$ cat src/rtl/sdc_resp_rcv.sv
// SD CMD-line response receiver: hunts the start bit, shifts in a 48/136-bit response,
// checks CRC7, index, framing and no-response timeout, then reports with a one-clock strobe.
module sdc_resp_rcv #(
    parameter int unsigned     TO_W    = 8,
    parameter logic [TO_W-1:0] NCR_MAX = TO_W'(64)
) (
    input  logic         clk,
    input  logic         reset,
    input  logic         start_strb,
    input  logic         bit_en,
    input  logic         cmd_in,
    input  logic         long_resp,
    input  logic         skip_crc,
    input  logic [5:0]   exp_index,
    output logic         busy,
    output logic         resp_strb,
    output logic [135:0] resp_packet,
    output logic [5:0]   resp_index,
    output logic [31:0]  resp_arg,
    output logic         crc_err,
    output logic         index_err,
    output logic         frame_err,
    output logic         timeout_err
);

    localparam int unsigned PKT_W = 136;
    localparam int unsigned CNT_W = 8;
    localparam int unsigned CRC_W = 7;
    localparam int unsigned IDX_W = 6;
    localparam int unsigned ARG_W = 32;

    localparam logic [CNT_W-1:0] SHORT_LEN = CNT_W'(48);
    localparam logic [CNT_W-1:0] LONG_LEN  = CNT_W'(136);

    typedef enum logic [1:0] {
        IDLE,
        WAIT_START,
        RECEIVE,
        DONE
    } state_e;

    state_e             state_q, state_d;
    logic               long_q, long_d;
    logic               skip_q, skip_d;
    logic [IDX_W-1:0]   exp_idx_q, exp_idx_d;
    logic [TO_W-1:0]    to_cnt_q, to_cnt_d;
    logic [CNT_W-1:0]   bit_cnt_q, bit_cnt_d;
    logic [CRC_W-1:0]   crc_q, crc_d;
    logic [PKT_W-1:0]   shift_q, shift_d;
    logic               tmo_q, tmo_d;

    logic               busy_q, busy_d;
    logic               strb_q, strb_d;
    logic [PKT_W-1:0]   pkt_q, pkt_d;
    logic [IDX_W-1:0]   idx_q, idx_d;
    logic [ARG_W-1:0]   arg_q, arg_d;
    logic               crc_err_q, crc_err_d;
    logic               idx_err_q, idx_err_d;
    logic               frm_err_q, frm_err_d;
    logic               tmo_err_q, tmo_err_d;

    logic [CNT_W-1:0]   nxt_cnt_c;
    logic [IDX_W-1:0]   rx_index_c;
    logic               trans_bit_c;
    logic [CNT_W-1:0]   last_len_c;

    // Serial CRC7, generator x^7 + x^3 + 1
    function automatic logic [CRC_W-1:0] crc7_step(input logic [CRC_W-1:0] crc, input logic din);
        logic fb;
        fb = din ^ crc[CRC_W-1];
        return {crc[CRC_W-2:0], 1'b0} ^ {3'b000, fb, 2'b00, fb};
    endfunction

    // Bit k (1-based, start bit = 1) contributes to the CRC
    function automatic logic crc_covers(input logic lng, input logic [CNT_W-1:0] k);
        return lng ? ((k >= CNT_W'(9)) && (k <= CNT_W'(128))) : (k <= CNT_W'(40));
    endfunction

    always_comb begin
        state_d     = state_q;
        long_d      = long_q;
        skip_d      = skip_q;
        exp_idx_d   = exp_idx_q;
        to_cnt_d    = to_cnt_q;
        bit_cnt_d   = bit_cnt_q;
        crc_d       = crc_q;
        shift_d     = shift_q;
        tmo_d       = tmo_q;
        busy_d      = busy_q;
        strb_d      = 1'b0;
        pkt_d       = pkt_q;
        idx_d       = idx_q;
        arg_d       = arg_q;
        crc_err_d   = crc_err_q;
        idx_err_d   = idx_err_q;
        frm_err_d   = frm_err_q;
        tmo_err_d   = tmo_err_q;
        nxt_cnt_c   = bit_cnt_q + CNT_W'(1);
        last_len_c  = long_q ? LONG_LEN : SHORT_LEN;
        rx_index_c  = long_q ? shift_q[133:128] : shift_q[45:40];
        trans_bit_c = long_q ? shift_q[134] : shift_q[46];

        // Arming wins in every state; an in-flight reception is dropped without a strobe
        if (start_strb) begin
            long_d    = long_resp;
            skip_d    = skip_crc;
            exp_idx_d = exp_index;
            to_cnt_d  = '0;
            bit_cnt_d = '0;
            crc_d     = '0;
            shift_d   = '0;
            tmo_d     = 1'b0;
            busy_d    = 1'b1;
            pkt_d     = '0;
            idx_d     = '0;
            arg_d     = '0;
            crc_err_d = 1'b0;
            idx_err_d = 1'b0;
            frm_err_d = 1'b0;
            tmo_err_d = 1'b0;
            state_d   = WAIT_START;
        end else begin
            case (state_q)
                IDLE: begin
                end
                WAIT_START: begin
                    if (bit_en) begin
                        if (!cmd_in) begin
                            shift_d   = {shift_q[PKT_W-2:0], cmd_in};
                            crc_d     = crc_covers(long_q, CNT_W'(1)) ? crc7_step(crc_q, cmd_in) : crc_q;
                            bit_cnt_d = CNT_W'(1);
                            state_d   = RECEIVE;
                        end else if (to_cnt_q == NCR_MAX - TO_W'(1)) begin
                            tmo_d   = 1'b1;
                            state_d = DONE;
                        end else begin
                            to_cnt_d = to_cnt_q + TO_W'(1);
                        end
                    end
                end
                RECEIVE: begin
                    if (bit_en) begin
                        shift_d   = {shift_q[PKT_W-2:0], cmd_in};
                        crc_d     = crc_covers(long_q, nxt_cnt_c) ? crc7_step(crc_q, cmd_in) : crc_q;
                        bit_cnt_d = nxt_cnt_c;
                        if (nxt_cnt_c == last_len_c) begin
                            state_d = DONE;
                        end
                    end
                end
                DONE: begin
                    busy_d  = 1'b0;
                    strb_d  = 1'b1;
                    state_d = IDLE;
                    if (tmo_q) begin
                        pkt_d     = '0;
                        idx_d     = '0;
                        arg_d     = '0;
                        crc_err_d = 1'b0;
                        idx_err_d = 1'b0;
                        frm_err_d = 1'b0;
                        tmo_err_d = 1'b1;
                    end else begin
                        pkt_d     = shift_q;
                        idx_d     = rx_index_c;
                        arg_d     = long_q ? '0 : shift_q[39:8];
                        crc_err_d = !skip_q && (crc_q != shift_q[7:1]);
                        idx_err_d = !long_q && !skip_q && (rx_index_c != exp_idx_q);
                        frm_err_d = trans_bit_c || !shift_q[0];
                        tmo_err_d = 1'b0;
                    end
                end
                default: begin
                    state_d = IDLE;
                end
            endcase
        end
    end

    always_ff @(posedge clk) begin
        if (reset) begin
            state_q   <= IDLE;
            long_q    <= 1'b0;
            skip_q    <= 1'b0;
            exp_idx_q <= '0;
            to_cnt_q  <= '0;
            bit_cnt_q <= '0;
            crc_q     <= '0;
            shift_q   <= '0;
            tmo_q     <= 1'b0;
            busy_q    <= 1'b0;
            strb_q    <= 1'b0;
            pkt_q     <= '0;
            idx_q     <= '0;
            arg_q     <= '0;
            crc_err_q <= 1'b0;
            idx_err_q <= 1'b0;
            frm_err_q <= 1'b0;
            tmo_err_q <= 1'b0;
        end else begin
            state_q   <= state_d;
            long_q    <= long_d;
            skip_q    <= skip_d;
            exp_idx_q <= exp_idx_d;
            to_cnt_q  <= to_cnt_d;
            bit_cnt_q <= bit_cnt_d;
            crc_q     <= crc_d;
            shift_q   <= shift_d;
            tmo_q     <= tmo_d;
            busy_q    <= busy_d;
            strb_q    <= strb_d;
            pkt_q     <= pkt_d;
            idx_q     <= idx_d;
            arg_q     <= arg_d;
            crc_err_q <= crc_err_d;
            idx_err_q <= idx_err_d;
            frm_err_q <= frm_err_d;
            tmo_err_q <= tmo_err_d;
        end
    end

    assign busy        = busy_q;
    assign resp_strb   = strb_q;
    assign resp_packet = pkt_q;
    assign resp_index  = idx_q;
    assign resp_arg    = arg_q;
    assign crc_err     = crc_err_q;
    assign index_err   = idx_err_q;
    assign frame_err   = frm_err_q;
    assign timeout_err = tmo_err_q;

endmodule

$ cat config.mk
export PLATFORM = sky130hd
export DESIGN_NAME = sdc_resp_rcv
export DESIGN_NICKNAME = d
export VERILOG_FILES = /design/src/rtl/sdc_resp_rcv.sv
export SDC_FILE = /design/constraint.sdc
export NUM_CORES = 1
export LEC_CHECK = 0
export BUFFER_PORTS_ARGS = -buffer_cell sky130_fd_sc_hd__buf_4
export CORE_MARGIN = 1.5
export CORE_UTILIZATION = 60
export DETAILED_ROUTE_END_ITERATION = 10
export PLACE_DENSITY = 0.95
export SYNTH_ARGS = -nofsm -noshare
export SYNTH_HDL_FRONTEND = slang
export SYNTH_SLANG_ARGS = --single-unit
$ cat constraint.sdc
create_clock -name clk -period 5.5 [get_ports clk]
set_clock_uncertainty 0.1 [all_clocks]
set_input_delay 0 -clock clk [delete_from_list [all_inputs] [get_ports clk]]
set_output_delay 0 -clock clk [all_outputs]
set_load 0.1 [all_outputs]
==> summary.txt <==
Run status
  – Status: finished clean

Hold path
  – Worst hold endpoint: state_q[0]$_SDFFE_PP0P_
  – Hold/Removal Path Class: primary input to register
  – Worst hold stages: 3
  – Hold path startpoint: reset

Pwr
  – Clock share of power: 0.466
  – Net switching power: between 1000 and 1500 uW
  – Sequential Power Share: 0.507
  – Pwr dens: around 340 nW/um^2
  – Worst IR drop on VDD: between 200 and 300 uV
  – Pleak: 0.00575 uW
  – Logic pwr share: 0.027
  – Power, Total: roughly 5000 uW
  – P_int: about 4000 uW
  – Sw frac: 0.211

Synthesis
  – Ys async rst share: 0
  – Primary FF master, synth: dfxtp_1
  – Top-area cell type share of the netlist area: 0.582
  – Post-Synth XOR/XNOR Area: 0.0197
  – Synth Area in Adders: 0.00416
  – Mux cell area share after synthesis: 0.0208
  – Syn avg cell area: 9.68 um^2
  – Flop and latch count out of synthesis: 350
  – Synth Area in Simple Gates: 0.126
  – Area contributors post-synth: dfxtp_1, a22o_1, nand2_1, a21oi_1, mux2i_1
  – Largest family of logic cells by synthesized area: compound AO/OA/AOI/OAI gates
  – Netlist cell types: 54
  – Synth warn: 0
  – Post-synthesis cell area: approximately 12000 um^2
  – Most frequent cell after synthesis: dfxtp_1
  – Sequential fraction of the synthesis area: 0.582
  – Post-synth EDFFs: 0
  – Synth top cells by count: dfxtp_1, nand2_1, a22o_1, a21oi_1, clkbuf_1
  – Compound-gate portion of the synthesized area: 0.208
  – Area leader, netlist: dfxtp_1
  – Syn nets: 1260
  – Syn Inst Count: around 1200

Critical path
  – Cells on worst reg2reg path: 5
  – Reg2reg setup slack: roughly 2.4 ns
  – R2r endpoint: shift_q[79]$_SDFFE_PP0P_
  – Crit Path Category: register to register
  – Critical Path End Type: register
  – Required @ worst endpoint: between 5 and 6 ns
  – Critical Path Fanout Max: between 90 and 100
  – Worst R2R Start: state_q[1]$_SDFFE_PP0P_
  – Startpoint Class: register
  – Crit path DAT: about 3.4 ns

Detailed routing
  – Routed Antenna Nets: 0
  – 1st-iter DRT viols: 588
  – Remaining DRCs: 0
  – Via Count: around 10000
  – Post-Route WL: 30.0 mm
  – DR vias/cell: 5.77
  – DR WL/cell: 17.6 um
  – Pre-Repair DR Iteration Count: 5

Layout
  – Share of cells above drive strength 1: 0.185
  – Nets@finish: around 1400
  – # diodes: 0
  – Area Overhead vs Synth: 23.9%

Timing
  – Rel. slew slack: 0.193
  – Setup_tns: 0 ns
  – Setup Viol. Count Final: 0
  – Tcrit/Tclk final: 0.558
  – Final Max Tran Viols: 0
  – Unrepaired setup endpoints after global routing: no
  – Max Fclk: approximately 330 MHz
  – Final Hold Fails: 0
  – Period minus WS final: 3.07 ns
  – Hold_ws: ~0.25 ns
  – Slew @ Worst Pin: 1.21 ns

Floorplanning
  – Die area: about 21000 um^2
  – Row count: between 50 and 60
  – Starting Density: 0.614
  – Core ar.: ~20000 um^2
  – Die X: around 140 um
  – Die Y: roughly 140 um
  – Boundary Pins: 193

Clock network
  – Clock tree buffer depth: 3
  – Clock Latency Late Sink: 0.50 ns
  – CTS root buf: clkbuf_16
  – Post-CTS Setup Inserts: 0
  – H-tree levels: 2
  – Clock transition at the registers of the reported paths: 0.06 ns
  – Clock tree from TritonCTS: yes
  – Sink Count: 350
  – Num CTS Buffers: 35

GRT
  – Initial antenna violation count: 0
  – First-pass GRT wire length: 47.3 mm
  – Largest net degree at the start of global routing: 138
  – GRT Total Usage: 0.281
  – GRT overflow: 0
  – Number of global-route vias before repair: approximately 9500

Job
  – Max-Cap Viols: 0

Placement
  – DP Wirelength: 17.3 mm
  – Placer Congestion: 0.889
  – Port bufs: 192
==> through the flow <==
| stage | std cells | utilization | setup WS [ns] | area, um^2 |
|---|---|---|---|---|
| finish | 1698 | 0.761 | 2.43 | 14900 |
| global placement | 1609 | 0.688 | 2.76 | 13500 |
| floorplan | 1243 | - | 3.13 | 12000 |
| global route | 1698 | 0.761 | 2.26 | 14900 |
| detailed placement | 1609 | 0.688 | 2.56 | 13500 |
| CTS | 1698 | 0.761 | 2.47 | 14900 |
==> how the worst max path moves through the flow <==
stage | startpoint | to | slack (ns)
6_report | state_q[1]$_SDFFE_PP0P_ | shift_q[79]$_SDFFE_PP0P_ | 2.43
3_5_place_dp | state_q[1]$_SDFFE_PP0P_ | shift_q[126]$_SDFFE_PP0P_ | 2.56
4_1_cts | state_q[1]$_SDFFE_PP0P_ | shift_q[87]$_SDFFE_PP0P_ | 2.47
2_1_floorplan | bit_cnt_q[0]$_SDFFE_PP0P_ | crc_q[0]$_SDFFE_PP0P_ | 3.13
3_3_place_gp | state_q[1]$_SDFFE_PP0P_ | shift_q[128]$_SDFFE_PP0P_ | 2.76
5_1_grt | state_q[1]$_SDFFE_PP0P_ | shift_q[87]$_SDFFE_PP0P_ | 2.26
==> cell families (layout without fill, tap and decap cells) <==
family / after synthesis / in the layout
AND/OR/NAND/NOR: 375 / 375
AO/OA/AOI/OAI: 356 / 356
flip-flops: 350 / 350
buffers and inverters: 106 / 296
XOR/XNOR: 27 / 27
multiplexers: 25 / 25
adder cells (fa/ha/maj): 4 / 4
==> critical path, cell delays in order (launching register included) <==
cell     delay, ns
dfxtp_1       0.48
nor2b_1       0.56
o21a_4        0.92
buf_4         0.57
nand2_1       0.15
a21oi_1       0.16
==> routing by layer <==
metal / routed length [um] / global-route usage / part of all wire
met1: 12200 / 0.347 / 0.41
met2: 14600 / 0.476 / 0.49
met3: 2090 / 0.0589 / 0.070
met4: 1090 / 0.119 / 0.036
met5: 0 / 0 / 0
==> sequential cells by signal, summed over array words and instances, names as in the netlist <==
name         flops
bit_cnt_q        8
busy             1
crc_err          1
crc_q            7
exp_idx_q        6
frame_err        1
index_err        1
long_q           1
resp_arg        32
resp_index       6
resp_packet    136
resp_strb        1
shift_q        136
skip_q           1
state_q          2
timeout_err      1
tmo_q            1
to_cnt_q         8
==> what timing repair did <==
item                                   CTS  global route
endpoints found under the hold margin   21             0
hold buffers                            28             0
resized for setup                        0             0
==> layout by cell type (no fill, tap or decap), types with 11 or more instances in the layout <==
master         count
nand2_1          299
clkbuf_16         37
dlygate4sd3_1     28
xnor2_1           16
a21oi_1          149
buf_4            199
a22o_1           169
mux2i_1           25
nor2_1            33
xor2_1            11
dfxtp_1          350
o21ai_0           11
==> power groups by stage <==
stage	sequential (uW)	clock, uW	combinational (uW)
finish	2550	2340	135
global route	2550	2470	145
CTS	2550	2360	132
detailed placement	2600	0	113
global placement	2600	0	110
floorplan	2600	0	84.5
==> layout make-up <==
| cell class | count | area, um^2 |
|---|---|---|
| clock buffers | 51 | 1060 |
| multi-input cells | 787 | 4600 |
| repair buffers | 228 | 1790 |
| well taps | 265 | 332 |
| flip-flops and latches | 350 | 7010 |
| fillers | 1176 | 4690 |
| inverters | 7 | 26.3 |
| clock inverters | 10 | 86.3 |
Note: power is estimated with default switching activity, not from simulation.
